`src/rtl/clk_tick_bank.sv`:
```
// -----------------------------------------------------------------------------
// clk_tick_bank
//
// Bank of NUM_CH independent programmable clock dividers running off CLK_50.
// Each channel produces a 50%-duty square wave (clk_sq) with period
// 2*half cycles and a one-cycle tick on every rising edge of that square.
// Half-periods are loaded at reset from HALF_INIT and can be rewritten at
// runtime; a write or a global sync restarts the affected channel(s).
//
// Ports
//   CLK_50   in   system clock, everything on the rising edge
//   nRST     in   asynchronous active-low reset
//   ch_en    in   per-channel run enable (held count/output when low)
//   sync     in   synchronous restart of every channel
//   wr_en    in   half-period write strobe
//   wr_ch    in   channel index for the write
//   wr_half  in   new half-period in CLK_50 cycles (0 is rejected)
//   clk_sq   out  registered square outputs
//   tick     out  registered one-cycle pulse at each clk_sq rise
//   wr_ack   out  pulse: write in the previous cycle was accepted
//   wr_err   out  pulse: write in the previous cycle was rejected
// -----------------------------------------------------------------------------
module clk_tick_bank #(
    parameter int unsigned                 NUM_CH    = 5,
    parameter int unsigned                 CNT_W     = 26,
    parameter logic [NUM_CH*CNT_W-1:0]     HALF_INIT = {NUM_CH{26'd25000000}},
    parameter int unsigned                 CH_W      = 4
) (
    input  logic              CLK_50,
    input  logic              nRST,
    input  logic [NUM_CH-1:0] ch_en,
    input  logic              sync,
    input  logic              wr_en,
    input  logic [CH_W-1:0]   wr_ch,
    input  logic [CNT_W-1:0]  wr_half,
    output logic [NUM_CH-1:0] clk_sq,
    output logic [NUM_CH-1:0] tick,
    output logic              wr_ack,
    output logic              wr_err
);

    // Channel count widened by one bit so the range check works even when
    // NUM_CH == 2^CH_W.
    localparam logic [CH_W:0] NUM_CH_W = (CH_W+1)'(NUM_CH);

    logic [CNT_W-1:0]  cnt_q  [NUM_CH];
    logic [CNT_W-1:0]  cnt_d  [NUM_CH];
    logic [CNT_W-1:0]  half_q [NUM_CH];
    logic [CNT_W-1:0]  half_d [NUM_CH];
    logic [NUM_CH-1:0] sq_q,   sq_d;
    logic [NUM_CH-1:0] tick_q, tick_d;
    logic              ack_q,  ack_d;
    logic              err_q,  err_d;

    logic              wr_acc;

    assign wr_acc = wr_en && ({1'b0, wr_ch} < NUM_CH_W) && (wr_half != '0);

    always_comb begin
        cnt_d  = cnt_q;
        half_d = half_q;
        sq_d   = sq_q;
        tick_d = '0;
        ack_d  = wr_acc;
        err_d  = wr_en && !wr_acc;

        for (int unsigned i = 0; i < NUM_CH; i++) begin
            // The half-period store is independent of sync: a write that
            // coincides with sync still lands, only the restart is global.
            if (wr_acc && (wr_ch == CH_W'(i))) begin
                half_d[i] = wr_half;
            end

            if (sync || (wr_acc && (wr_ch == CH_W'(i)))) begin
                cnt_d[i] = '0;
                sq_d[i]  = 1'b0;
            end else if (ch_en[i]) begin
                // >= rather than == so a count that somehow sits past the
                // terminal value still wraps instead of running to overflow.
                if (cnt_q[i] >= (half_q[i] - CNT_W'(1))) begin
                    cnt_d[i]  = '0;
                    sq_d[i]   = ~sq_q[i];
                    tick_d[i] = ~sq_q[i];
                end else begin
                    cnt_d[i] = cnt_q[i] + CNT_W'(1);
                end
            end
        end
    end

    always_ff @(posedge CLK_50 or negedge nRST) begin
        if (!nRST) begin
            for (int unsigned i = 0; i < NUM_CH; i++) begin
                cnt_q[i]  <= '0;
                half_q[i] <= HALF_INIT[i*CNT_W +: CNT_W];
            end
            sq_q   <= '0;
            tick_q <= '0;
            ack_q  <= 1'b0;
            err_q  <= 1'b0;
        end else begin
            cnt_q  <= cnt_d;
            half_q <= half_d;
            sq_q   <= sq_d;
            tick_q <= tick_d;
            ack_q  <= ack_d;
            err_q  <= err_d;
        end
    end

    assign clk_sq = sq_q;
    assign tick   = tick_q;
    assign wr_ack = ack_q;
    assign wr_err = err_q;

endmodule

```
`config.mk`:
```
export PLATFORM = sky130hd
export DESIGN_NAME = clk_tick_bank
export DESIGN_NICKNAME = d
export VERILOG_FILES = /design/src/rtl/clk_tick_bank.sv
export SDC_FILE = /design/constraint.sdc
export NUM_CORES = 1
export LEC_CHECK = 0
export CAP_MARGIN = 15
export CORE_ASPECT_RATIO = 1.5
export CORE_MARGIN = 2
export CORE_UTILIZATION = 30
export DETAILED_ROUTE_END_ITERATION = 10
export GPL_TIMING_DRIVEN = 0
export PLACE_DENSITY = 0.48
export SYNTH_ARGS = -nofsm -noshare
export SYNTH_HDL_FRONTEND = slang
export SYNTH_SLANG_ARGS = --single-unit
```
`constraint.sdc`:
```
create_clock -name CLK_50 -period 4.1 [get_ports CLK_50]
set_clock_uncertainty 0.2 [all_clocks]
set_input_delay 0.41 -clock CLK_50 [delete_from_list [all_inputs] [get_ports CLK_50]]
set_output_delay 0.41 -clock CLK_50 [all_outputs]
set_load 0.01 [all_outputs]
```
# Yosys cells after proc, flatten, opt, wreduce, memory -nomap -nowiden
# Cells that the tools add are included.
# totals
in_bits	39
ff_bits	272
# classes
addsub	10
bitwise	5
mux	45
magnitude_cmp	6
reduce_logical	31
eq_ne	4
# op_table
cell	n
two-way mux 26 bit	15
adder 26 x 1 -> 26 bit, second input constant	5
>= comparator 26 bit	5
subtractor 26 x 1 -> 26 bit, second input constant	5
two-way mux 1 bit	30
nonzero test 26 bit	1
nonzero test 2 bit	10
AND reduction 2 bit	5
== test 4 x 2 -> 1 bit, second input constant	2
logical AND 1 bit	8
logical OR 1 bit	5
NOT 1 bit	5
== test 4 x 1 -> 1 bit, second input constant	1
== test 4 x 3 -> 1 bit, second input constant	1
logical NOT 4 bit	1
< comparator 4 x 3 -> 1 bit, second input constant	1
logical NOT 1 bit	1

# Depth between registers and ports, before layout
# Gate-level depths: netlist of the first run.
# logic_depth
ltp_word	7
depth_mapped	18
depth_no_buf	17

# Worst setup path after synthesis of the first run
# OpenSTA, ideal clock, no wires.
# synth_timing
path_type	register to register
start	register half_q[5] (netlist name)
end	register cnt_q[10] (netlist name)
slack_ns	-0.184
required_time_ns	3.764
n_path_buf	1
arrival_time_ns	3.948
setup_ns	0.136
stages_incl_launch_ff	15
cell_sequence	dfrtp_1 > nor4_1 > nand3_1 > or4_1 > nand2b_1 > or3_1 > nor3_2 > xnor2_1 > ha_1 > nand4_1 > or2_2 > or4_1 > a21oi_1 > clkbuf_1 > nor3_1
# synth_between
elab_chain_len	5
# synth_lines
element	line_no	text
start: declaration	48	logic [CNT_W-1:0] half_q [NUM_CH];
start signal: indexed assignment	95	half_q[i] <= HALF_INIT[i*CNT_W +: CNT_W];
start signal: assignment	103	half_q <= half_d;
subtractor 26 x 1 -> 26 bit	80	if (cnt_q[i] >= (half_q[i] - CNT_W'(1))) begin
>= comparator 26 bit	80	
two-way mux 26 bit	80	
two-way mux 26 bit	77	end else if (ch_en[i]) begin
two-way mux 26 bit	74	if (sync || (wr_acc && (wr_ch == CH_W'(i)))) begin
end signal: assignment	102	cnt_q <= cnt_d;
end: declaration	46	logic [CNT_W-1:0] cnt_q [NUM_CH];
# Every way passes these cells. The select of a mux whose other input is x is not followed.
# A chain may end at the register's enable or synchronous reset.

# Worst setup path after layout of the first run
# layout_timing
start	register half_q[81] (netlist name)
end	register sq_q[1] (netlist: clk_sq[1])
# layout_between
elab_chain_len	4
# layout_lines
element	line_no	text
subtractor 26 x 1 -> 26 bit	80	
>= comparator 26 bit	80	
nonzero test 2 bit (no line)	-	
AND reduction 2 bit (no line)	-	
end signal: assignment	104	sq_q <= sq_d;
end: declaration	50	logic [NUM_CH-1:0] sq_q, sq_d;
# Every way passes these cells.

==> impl_metrics.tcl, run 1 <==
set metrics [dict create \
    drtPass1Iterations 5 \
    count_of_flip_flops_with_a_built_in_enable_after_synthesis 0 \
    dp_hpwl_um 35530 \
    cts.path.max_buffers 3 \
    boundary_pin_count 51 \
    dpl_cell_area_um2 18380 \
    yosys_warnings 0 \
    ant_nets 0 \
    area.growth.synth_to_final_pct 27.67 \
    switching_portion_of_total_power_pct 32.27 \
    vdd.ir_drop.worst_mv 0.3282 \
    track_usage_pct 16.83 \
    power.clock.fraction_pct 34.7 \
    outcome "complete, but fails checks" \
    placeableCoreArea_um2 55700 \
    async_flop_share_pct 100.0 \
    p_int_w 0.005534 \
    synth-seq-cells 272 \
    most-common-layout-cells "sky130_fd_sc_hd__nand2_1, sky130_fd_sc_hd__dfrtp_1, sky130_fd_sc_hd__ha_1" \
    top_flip_flop_cell_by_instance_count_after_synthesis "sky130_fd_sc_hd__dfrtp_1" \
    worstSkewPairLatency_ps 580 \
    setup-violations-final 27 \
    critical_path.cell_chain "nor3_4 > nand3_2 > or4_4 > or4_4 > or2_4 > nor3_4 > xnor2_2 > ha_1 > a21o_1 > a21o_1 > a21oi_2 > o21ai_4 > o31ai_4 > nand2_4 > buf_6 > o21bai_1" \
    crit_fanout 6 \
    r2r_start "half_q[81]" \
    cp-start-kind "register" \
    timing.critical_path.required_ps 4410 \
    rsz0062_at_grt "yes" \
    fin_crit_sh_pct 101.7 \
    post_synth_inst_count 1883 \
    failing_checks "setup timing" \
    cts_made_buffers 30 \
    timing.critical_path.slowest_cell_delay_ps 450 \
    total_length_of_routed_wires_um 49480 \
    part_of_the_yosys_area_used_for_sequential_elements_pct 40.72 \
    timing.critical_path.slowest_stage_cell "sky130_fd_sc_hd__or4_4" \
    die_w_um 197.8 \
    clk_pin_slew_ps 70 \
    postSynthNetCount 2062 \
    grt_pass1_vias 14299 \
    most_common_cell_after_layout_fill_and_taps_aside "sky130_fd_sc_hd__nand2_1" \
    fin_tns_setup_ps -1452 \
    placement.io_buffers 50 \
    route.detailed.vias_per_inst 5.089 \
    grt_max_degree 111 \
    timing_hold_violations_final 0 \
    synth_unique_cells 60 \
    clock-sinks 272 \
    mappedNetlistArea_um2 16900 \
    globalplace.congestion 0.7989 \
    utilization_pct 38.74 \
    finalInstanceArea_um2 21580 \
    cp-startpoint "half_q[81]" \
    power.density_cell_area_nw_per_um2 378.6 \
    min-delay-path-class "input pin to asynchronous set/reset pin" \
    max_slew_margin_pct 14.98 \
    core.rowCount 106 \
    cts_tree "done" \
    comb_power_share_pct 22.7 \
    rr_worst_depth 16 \
    routed_wire_length_per_instance_um 17.81 \
    netSwitchingPower_w 0.002636 \
    global_route.overflow_total 0 \
    critPathArrivalTime_ps 4480 \
    die-area_um2 58290 \
    h_tree_depth 1 \
    ff2ff_setup_slack_ps -70 \
    grt_antenna_before_repair 0 \
    die_h_um 294.7 \
    finalMaxSlewViolations 0 \
    dr.first_iter.drc_count 624 \
    clock-root-buffer "sky130_fd_sc_hd__clkbuf_16" \
    critPathKind "register to register" \
    timing.rr.end "clk_sq[1]" \
    maxCapViolCount 0 \
    drive_gt1_share_pct 21.76 \
    synth.avg_cell_area_um2 8.976 \
    wire_length_of_the_first_global_routing_pass_um 78090 \
    seq_power_share_pct 42.6 \
    fmaxAchievable_mhz 239.8 \
    route.vias.total 14141 \
    p_leak_nw 9.034 \
    diodes 0 \
    fin_crit_ps 4170 \
    remaining_drc_errors 0 \
    worst_pin_slew_ps 1264 \
    start_util_pct 30.34 \
    final.setup.worst_slack_ps -69.97 \
    num-nets-final 2232 \
    cp-end-kind "register" \
]
-- power groups by stage --
stage,Clock [W],Sequential [W],Combinational (W)
4_1_cts,0.00293,0.00345,0.00175
3_3_place_gp,0,0.00346,0.00150
5_1_grt,0.00303,0.00353,0.00210
3_5_place_dp,0,0.00347,0.00155
2_1_floorplan,0,0.00337,0.00112
6_report,0.00283,0.00348,0.00186
-- critical path, delay by kind of cell, from the launching register on --
| kind | cells | cell delay (ps) |
|---|---|---|
| fa+ha+maj | 1 | 260 |
| xor+xnor | 1 | 130 |
| flops | 1 | 420 |
| buf+inv | 1 | 160 |
| simple gates | 7 | 1890 |
| compound gates | 6 | 1010 |
-- synthesized netlist by cell type (3+ instances only) --
cell                         n  area share (%)
sky130_fd_sc_hd__a211oi_1   11            0.49
sky130_fd_sc_hd__a21boi_0    3            0.13
sky130_fd_sc_hd__a21o_1     21            0.93
sky130_fd_sc_hd__a21oi_1    48             1.4
sky130_fd_sc_hd__a221oi_1    5            0.26
sky130_fd_sc_hd__a31oi_1     5            0.19
sky130_fd_sc_hd__and2_1     10            0.37
sky130_fd_sc_hd__and3_1     37             1.4
sky130_fd_sc_hd__and4_1     19            0.98
sky130_fd_sc_hd__and4b_1     4            0.24
sky130_fd_sc_hd__buf_2       3           0.089
sky130_fd_sc_hd__clkbuf_1   49             1.1
sky130_fd_sc_hd__dfrtp_1   212              31
sky130_fd_sc_hd__dfstp_2    60             9.3
sky130_fd_sc_hd__ha_1      140              10
sky130_fd_sc_hd__inv_1      28            0.62
sky130_fd_sc_hd__mux2_2     27             1.8
sky130_fd_sc_hd__nand2_1   394             8.8
sky130_fd_sc_hd__nand2b_1   11            0.41
sky130_fd_sc_hd__nand3_1    63             1.9
sky130_fd_sc_hd__nand4_1    71             2.6
sky130_fd_sc_hd__nor2_1    167             3.7
sky130_fd_sc_hd__nor2b_1     6            0.22
sky130_fd_sc_hd__nor3_1     87             2.6
sky130_fd_sc_hd__nor3_2      7            0.41
sky130_fd_sc_hd__nor3b_1     6            0.27
sky130_fd_sc_hd__nor4_1     42             1.6
sky130_fd_sc_hd__o211ai_1    4            0.18
sky130_fd_sc_hd__o21a_1      3            0.13
sky130_fd_sc_hd__o21ai_0    36             1.1
sky130_fd_sc_hd__o21ai_1     4            0.12
sky130_fd_sc_hd__o21bai_1    4            0.18
sky130_fd_sc_hd__o311ai_0    3            0.16
sky130_fd_sc_hd__o31a_1      3            0.16
sky130_fd_sc_hd__o31ai_1     5            0.22
sky130_fd_sc_hd__or2_2       3            0.11
sky130_fd_sc_hd__or3_1      14            0.52
sky130_fd_sc_hd__or4_1      11            0.49
sky130_fd_sc_hd__xnor2_1   125             6.5
sky130_fd_sc_hd__xor2_1    103             5.3
-- through the flow --
stage               hold WS [ps]  instances  worst slack, ps  total power [W]
finish                     147.2       2779           -69.97         0.008170
CTS                        169.0       2752           -54.70         0.008123
global placement           263.8       2635            -9833         0.004963
global route               192.6       2779           -220.4         0.008660
detailed placement         202.0       2637            -1043         0.005019
floorplan                 -85.59       1883            7.870         0.004487
-- logic make-up after synthesis --
group / Yosys count / synth area share, %
mux: 29 / 1.917
flops: 272 / 40.72
simple gates: 962 / 27.02
compound gates: 168 / 6.278
fa+ha+maj: 140 / 10.36
xor+xnor: 228 / 11.82
buf+inv: 84 / 1.888
-- state kept, by name, indices dropped and copies added (netlist names) --
name    cells
wr_err      1
tick        5
cnt_q     130
half_q    130
clk_sq      5
wr_ack      1
-- routing by layer --
layer	part of all wire (%)	routed length, um	GRT usage (%)	vias to the layer above
li1	-	-	-	6933
met1	41	20320	19.56	6886
met2	52	25970	31.54	227
met3	2.7	1325	1.739	95
met4	3.8	1867	6.272	0
met5	0	0	0	-
-- worst max-delay path by stage --
stage            endpoint  cells past startpoint
5_1_grt        cnt_q[103]                     16
3_5_place_dp    cnt_q[73]                     15
2_1_floorplan  cnt_q[100]                     16
6_report        clk_sq[1]                     16
4_1_cts         clk_sq[4]                     14
3_3_place_gp    cnt_q[99]                      1
-- repair_timing --
action | in CTS | in global routing
gates resized for setup | 140 | 223
hold buffers | 1 | 0
pin swaps | 52 | 140
endpoints found under the hold margin | 63 | 0
gates cloned | 8 | 1
endpoints found under the setup margin | 140 | 133
setup buffers | 51 | 27
-- area by class of cell --
class | count | area, um2
Clock inverter | 18 | 163.9
Fill cell | 5579 | 34130
Inverter | 30 | 112.6
Tap cell | 702 | 878.3
Clock buffer | 38 | 853.3
Timing Repair Buffer | 139 | 1349
Multi-Input combinational cell | 1527 | 11020
Buffer | 53 | 311.5
Sequential cell | 272 | 6890
(Power assumes the default switching activity.)
==> inputs of run 2 (changes only) <==
MAX_ROUTING_LAYER = met4   (was not set)
PLACE_DENSITY = not set   (was 0.48)
==> impl_metrics.tcl, run 2 (synthesized netlist as in run 1, its figures left out) <==
set metrics [dict create \
    die_h_um 294.7 \
    area.growth.synth_to_final_pct 26.77 \
    drtPass1Iterations 5 \
    cp-start-kind "register" \
    fin_crit_sh_pct 103.2 \
    route.vias.total 14372 \
    min-delay-path-class "input pin to asynchronous set/reset pin" \
    boundary_pin_count 51 \
    timing.critical_path.slowest_cell_delay_ps 440 \
    remaining_drc_errors 0 \
    diodes 0 \
    fin_tns_setup_ps -2848 \
    route.detailed.vias_per_inst 5.194 \
    placeableCoreArea_um2 55700 \
    num-nets-final 2224 \
    p_leak_nw 9.010 \
    globalplace.congestion 0.8760 \
    most_common_cell_after_layout_fill_and_taps_aside "sky130_fd_sc_hd__nand2_1" \
    crit_fanout 7 \
    fmaxAchievable_mhz 236.4 \
    maxCapViolCount 0 \
    setup-violations-final 49 \
    total_length_of_routed_wires_um 47450 \
    r2r_start "half_q[5]" \
    rr_worst_depth 15 \
    ant_nets 0 \
    most-common-layout-cells "sky130_fd_sc_hd__nand2_1, sky130_fd_sc_hd__dfrtp_1, sky130_fd_sc_hd__ha_1" \
    h_tree_depth 1 \
    core.rowCount 106 \
    global_route.overflow_total 0 \
    cpLargestDelayFamily "simple AND/OR/NAND/NOR gates" \
    total_power_w 0.007994 \
    grt_pass1_vias 14787 \
    ff2ff_setup_slack_ps -130 \
    outcome "complete, but fails checks" \
    critPathKind "register to register" \
    drive_gt1_share_pct 21.16 \
    grt_max_degree 115 \
    worstSkewPairLatency_ps 560 \
    vdd.ir_drop.worst_mv 0.2770 \
    finalInstanceArea_um2 21430 \
    filler_cell_count 5453 \
    cp_common_cell "sky130_fd_sc_hd__or4_4" \
    start_util_pct 30.34 \
    timing.critical_path.slowest_stage_cell "sky130_fd_sc_hd__or4_4" \
    cp-end-kind "register" \
    clock-root-buffer "sky130_fd_sc_hd__clkbuf_16" \
    clock-sinks 272 \
    cp-startpoint "half_q[5]" \
    cts_made_buffers 27 \
    die_w_um 197.8 \
    worst_pin_slew_ps 1184 \
    final.setup.worst_slack_ps -130.4 \
    largest_registers "cnt_q x130, half_q x130" \
    timing.critical_path.required_ps 4350 \
    max_slew_margin_pct 20.52 \
    wire_length_of_the_first_global_routing_pass_um 76450 \
    dp_hpwl_um 34090 \
    track_usage_pct 16.74 \
    placement.io_buffers 50 \
    dr.first_iter.drc_count 896 \
    power.density_cell_area_nw_per_um2 373.1 \
    critical_path.cell_chain "nor4_4 > buf_4 > nand3_4 > or4_4 > nand2b_4 > or3_4 > nor3_4 > xnor2_1 > ha_1 > nand4_1 > or2_4 > or4_4 > a21oi_4 > buf_12 > mux2_4" \
    cts_tree "done" \
    timing.rr.end "clk_sq[4]" \
    routed_wire_length_per_instance_um 17.15 \
    dpl_cell_area_um2 18380 \
    critPathArrivalTime_ps 4480 \
    fin_crit_ps 4230 \
    failing_checks "setup timing" \
    grt_antenna_before_repair 1 \
    cts.path.max_buffers 3 \
    die-area_um2 58290 \
    rsz0062_at_grt "yes" \
    crit_buf_inv 2 \
    clk_pin_slew_ps 70 \
    finalMaxSlewViolations 0 \
    timing_hold_violations_final 0 \
]
run 2: cell types whose count changed in the layout (fill, tap and decap cells not counted), moves of 5 or more:
| cell | previous run | this run |
|---|---|---|
| sky130_fd_sc_hd__buf_6 | 11 | 17 |
| sky130_fd_sc_hd__buf_8 | 21 | 7 |
| sky130_fd_sc_hd__clkinv_2 | 8 | 1 |
| sky130_fd_sc_hd__clkinv_4 | 2 | 7 |
| sky130_fd_sc_hd__nor2_2 | 23 | 37 |
| sky130_fd_sc_hd__nor2_4 | 51 | 33 |
| sky130_fd_sc_hd__nor3_4 | 18 | 23 |
run 2: layout make-up:
| cell class | instances | area (um2) | share of cell area, % |
|---|---|---|---|
| inverters | 30 | 112.6 | 0.5256 |
| multi-input cells | 1527 | 10940 | 51.06 |
| repair buffers | 134 | 1324 | 6.178 |
| clock buffers | 32 | 778.2 | 3.632 |
| flip-flops and latches | 272 | 6890 | 32.16 |
| well taps | 702 | 878.3 | 4.100 |
| clock inverters | 17 | 167.7 | 0.7825 |
| plain buffers | 53 | 334.1 | 1.559 |
run 2: power breakdown:
group | internal (W) | switching [W]
registers | 0.00307 | 0.000406
clock network | 0.00146 | 0.00121
logic | 0.000858 | 0.000995
run 2: through the flow:
stage | hold slack, ps | utilization (%) | setup WS, ps | std cells
floorplan | -85.59 | - | 7.870 | 1883
detailed placement | 228.2 | 32.99 | -1000 | 2637
CTS | 217.0 | 36.70 | -87.14 | 2732
global placement | 262.4 | 32.88 | -9278 | 2635
global route | 264.2 | 38.46 | -341.0 | 2767
finish | 196.1 | 38.46 | -130.4 | 2767
run 2: metal layers:
layer  track usage (%)  routed length [um]  up-vias
met5                 -                   0        -
li1                  -                   -     6919
met2             30.37               25010      279
met1             17.68               18220     7023
met3             1.362                1263      151
met4             9.866                2958        0
run 2: how the worst max path moves through the flow:
stage,cells after the start,slack (ps),end
floorplan,16,8,cnt_q[100]
global placement,1,-9280,cnt_q[103]
detailed placement,15,-1000,cnt_q[73]
CTS,14,-90,clk_sq[4]
global route,17,-340,cnt_q[125]
finish,15,-130,clk_sq[4]
run 2: repair_timing:
item	4_1_cts	5_1_grt
setup buffers	41	32
resized for setup	158	179
gates cloned	6	4
setup endpoints to repair	140	139
pin swaps	68	90
endpoints found under the hold margin	68	0
hold buffers	1	0
==> inputs of run 3 (changes only) <==
==> constraint.sdc (replaced) <==
create_clock -name CLK_50 -period 4.1 [get_ports CLK_50]
set_clock_uncertainty 0.2 [all_clocks]
set_input_delay 1.025 -clock CLK_50 [delete_from_list [all_inputs] [get_ports CLK_50]]
set_output_delay 1.025 -clock CLK_50 [all_outputs]
set_load 0.01 [all_outputs]
==> impl_metrics.tcl, run 3 (synthesized netlist as in run 1, its figures left out) <==
set metrics [dict create \
    r2r_start "half_q[5]" \
    start_util_pct 30.34 \
    drive_gt1_share_pct 21.33 \
    total_length_of_routed_wires_um 47500 \
    cp-end-kind "register" \
    fmaxAchievable_mhz 236.5 \
    cp-start-kind "register" \
    setup-violations-final 48 \
    netSwitchingPower_w 0.002617 \
    most_common_cell_after_layout_fill_and_taps_aside "sky130_fd_sc_hd__nand2_1" \
    boundary_pin_count 51 \
    die_w_um 197.8 \
    total_power_w 0.007995 \
    critPathArrivalTime_ps 4480 \
    rr_worst_depth 15 \
    worstSkewPairLatency_ps 560 \
    h_tree_depth 1 \
    power.clock.fraction_pct 33.4 \
    largest_registers "cnt_q x130, half_q x130" \
    timing.rr.end "clk_sq[4]" \
    maxCapViolCount 0 \
    grt_pass1_vias 14784 \
    switching_portion_of_total_power_pct 32.73 \
    vdd.ir_drop.worst_mv 0.2777 \
    placeableCoreArea_um2 55700 \
    p_int_w 0.005379 \
    comb_power_share_pct 23.1 \
    outcome "complete, but fails checks" \
    fin_tns_setup_ps -2787 \
    filler_cell_count 5453 \
    failing_checks "setup timing" \
    cts.path.max_buffers 3 \
    ff2ff_setup_slack_ps -130 \
    route.detailed.vias_per_inst 5.178 \
    timing.critical_path.required_ps 4350 \
    grt_antenna_before_repair 1 \
    max_slew_margin_pct 23.80 \
    placement.io_buffers 50 \
    die_h_um 294.7 \
    timing_hold_violations_final 0 \
    clock-sinks 272 \
    place_ws_ps -1000 \
    final.setup.worst_slack_ps -128.0 \
    num-nets-final 2222 \
    fin_crit_sh_pct 103.1 \
    clk_pin_slew_ps 70 \
    power.density_cell_area_nw_per_um2 373.3 \
    worst_pin_slew_ps 1143 \
    seq_power_share_pct 43.4 \
    cp-startpoint "half_q[5]" \
    hold_ws_ps 218.8 \
    drtPass1Iterations 5 \
    min-delay-path-class "input pin to asynchronous set/reset pin" \
    most-common-layout-cells "sky130_fd_sc_hd__nand2_1, sky130_fd_sc_hd__dfrtp_1, sky130_fd_sc_hd__ha_1" \
    crit_fanout 7 \
    track_usage_pct 16.74 \
    clock-root-buffer "sky130_fd_sc_hd__clkbuf_16" \
    global_route.overflow_total 0 \
    cts_hold_buf 0 \
    ant_nets 0 \
    remaining_drc_errors 0 \
    route.vias.total 14318 \
    rsz0062_at_grt "yes" \
    area.growth.synth_to_final_pct 26.74 \
    finalInstanceArea_um2 21420 \
    dp_hpwl_um 34090 \
    grt_max_degree 115 \
    cts_tree "done" \
    core.rowCount 106 \
    wire_length_of_the_first_global_routing_pass_um 76460 \
    critPathKind "register to register" \
    diodes 0 \
    p_leak_nw 9.002 \
    fin_crit_ps 4228 \
    globalplace.congestion 0.8760 \
    cts_made_buffers 27 \
    finalMaxSlewViolations 0 \
    routed_wire_length_per_instance_um 17.18 \
    die-area_um2 58290 \
    dr.first_iter.drc_count 878 \
    dpl_cell_area_um2 18380 \
]
[run 3: worst max-delay path by stage]
stage / endpoint / depth (start not counted)
5_1_grt: cnt_q[125] / 17
2_1_floorplan: cnt_q[100] / 16
3_5_place_dp: cnt_q[73] / 15
4_1_cts: clk_sq[4] / 14
6_report: clk_sq[4] / 15
3_3_place_gp: cnt_q[103] / 1
[run 3: final cells by class]
class	instances	area, um2	share of cell area [%]
Tap cell	702	878.3	4.100
Sequential cell	272	6890	32.17
Buffer	53	334.1	1.560
Timing Repair Buffer	132	1306	6.098
Clock buffer	32	778.2	3.633
Inverter	30	112.6	0.5257
Multi-Input combinational cell	1527	10950	51.13
Clock inverter	17	167.7	0.7827
[run 3: power by group through the flow]
stage	clock [W]	sequential (W)	combinational, W
detailed placement	0	0.00346	0.00154
CTS	0.00274	0.00344	0.00172
global placement	0	0.00345	0.00147
floorplan	0	0.00337	0.00112
finish	0.00267	0.00347	0.00185
global route	0.00283	0.00353	0.00210
[run 3: metrics by stage]
| step | util [%] | cells |
|---|---|---|
| final | 38.45 | 2765 |
| after global routing | 38.45 | 2765 |
| after CTS | 36.69 | 2731 |
| after detailed placement | 32.99 | 2637 |
| after global placement | 32.88 | 2635 |
| after floorplan | - | 1883 |
[run 3: worst max-delay path: stages, from the launching register on]
cell                       delay, ps
sky130_fd_sc_hd__dfrtp_2         430
sky130_fd_sc_hd__nor4_4          310
sky130_fd_sc_hd__buf_4           170
sky130_fd_sc_hd__nand3_4          60
sky130_fd_sc_hd__or4_4           440
sky130_fd_sc_hd__nand2b_4        160
sky130_fd_sc_hd__or3_4           410
sky130_fd_sc_hd__nor3_4          120
sky130_fd_sc_hd__xnor2_1         100
sky130_fd_sc_hd__ha_1            290
sky130_fd_sc_hd__nand4_1          70
sky130_fd_sc_hd__or2_4           250
sky130_fd_sc_hd__or4_4           440
sky130_fd_sc_hd__a21oi_4         170
sky130_fd_sc_hd__buf_12          160
sky130_fd_sc_hd__mux2_4          300
[run 3: metal layers]
metal | vias up | track usage [%] | wire [um] | part of all wire, %
met1 | 6987 | 17.69 | 18310 | 39
met2 | 273 | 30.37 | 25010 | 53
li1 | 6908 | - | - | -
met4 | 0 | 9.866 | 2981 | 6.3
met5 | - | - | 0 | 0
met3 | 150 | 1.362 | 1199 | 2.5
[run 3: repair_timing]
action	CTS	global route
gates resized for setup	159	182
cloned	6	4
endpoints found under the setup margin	140	146
setup buffers	41	31
pin swaps	68	89
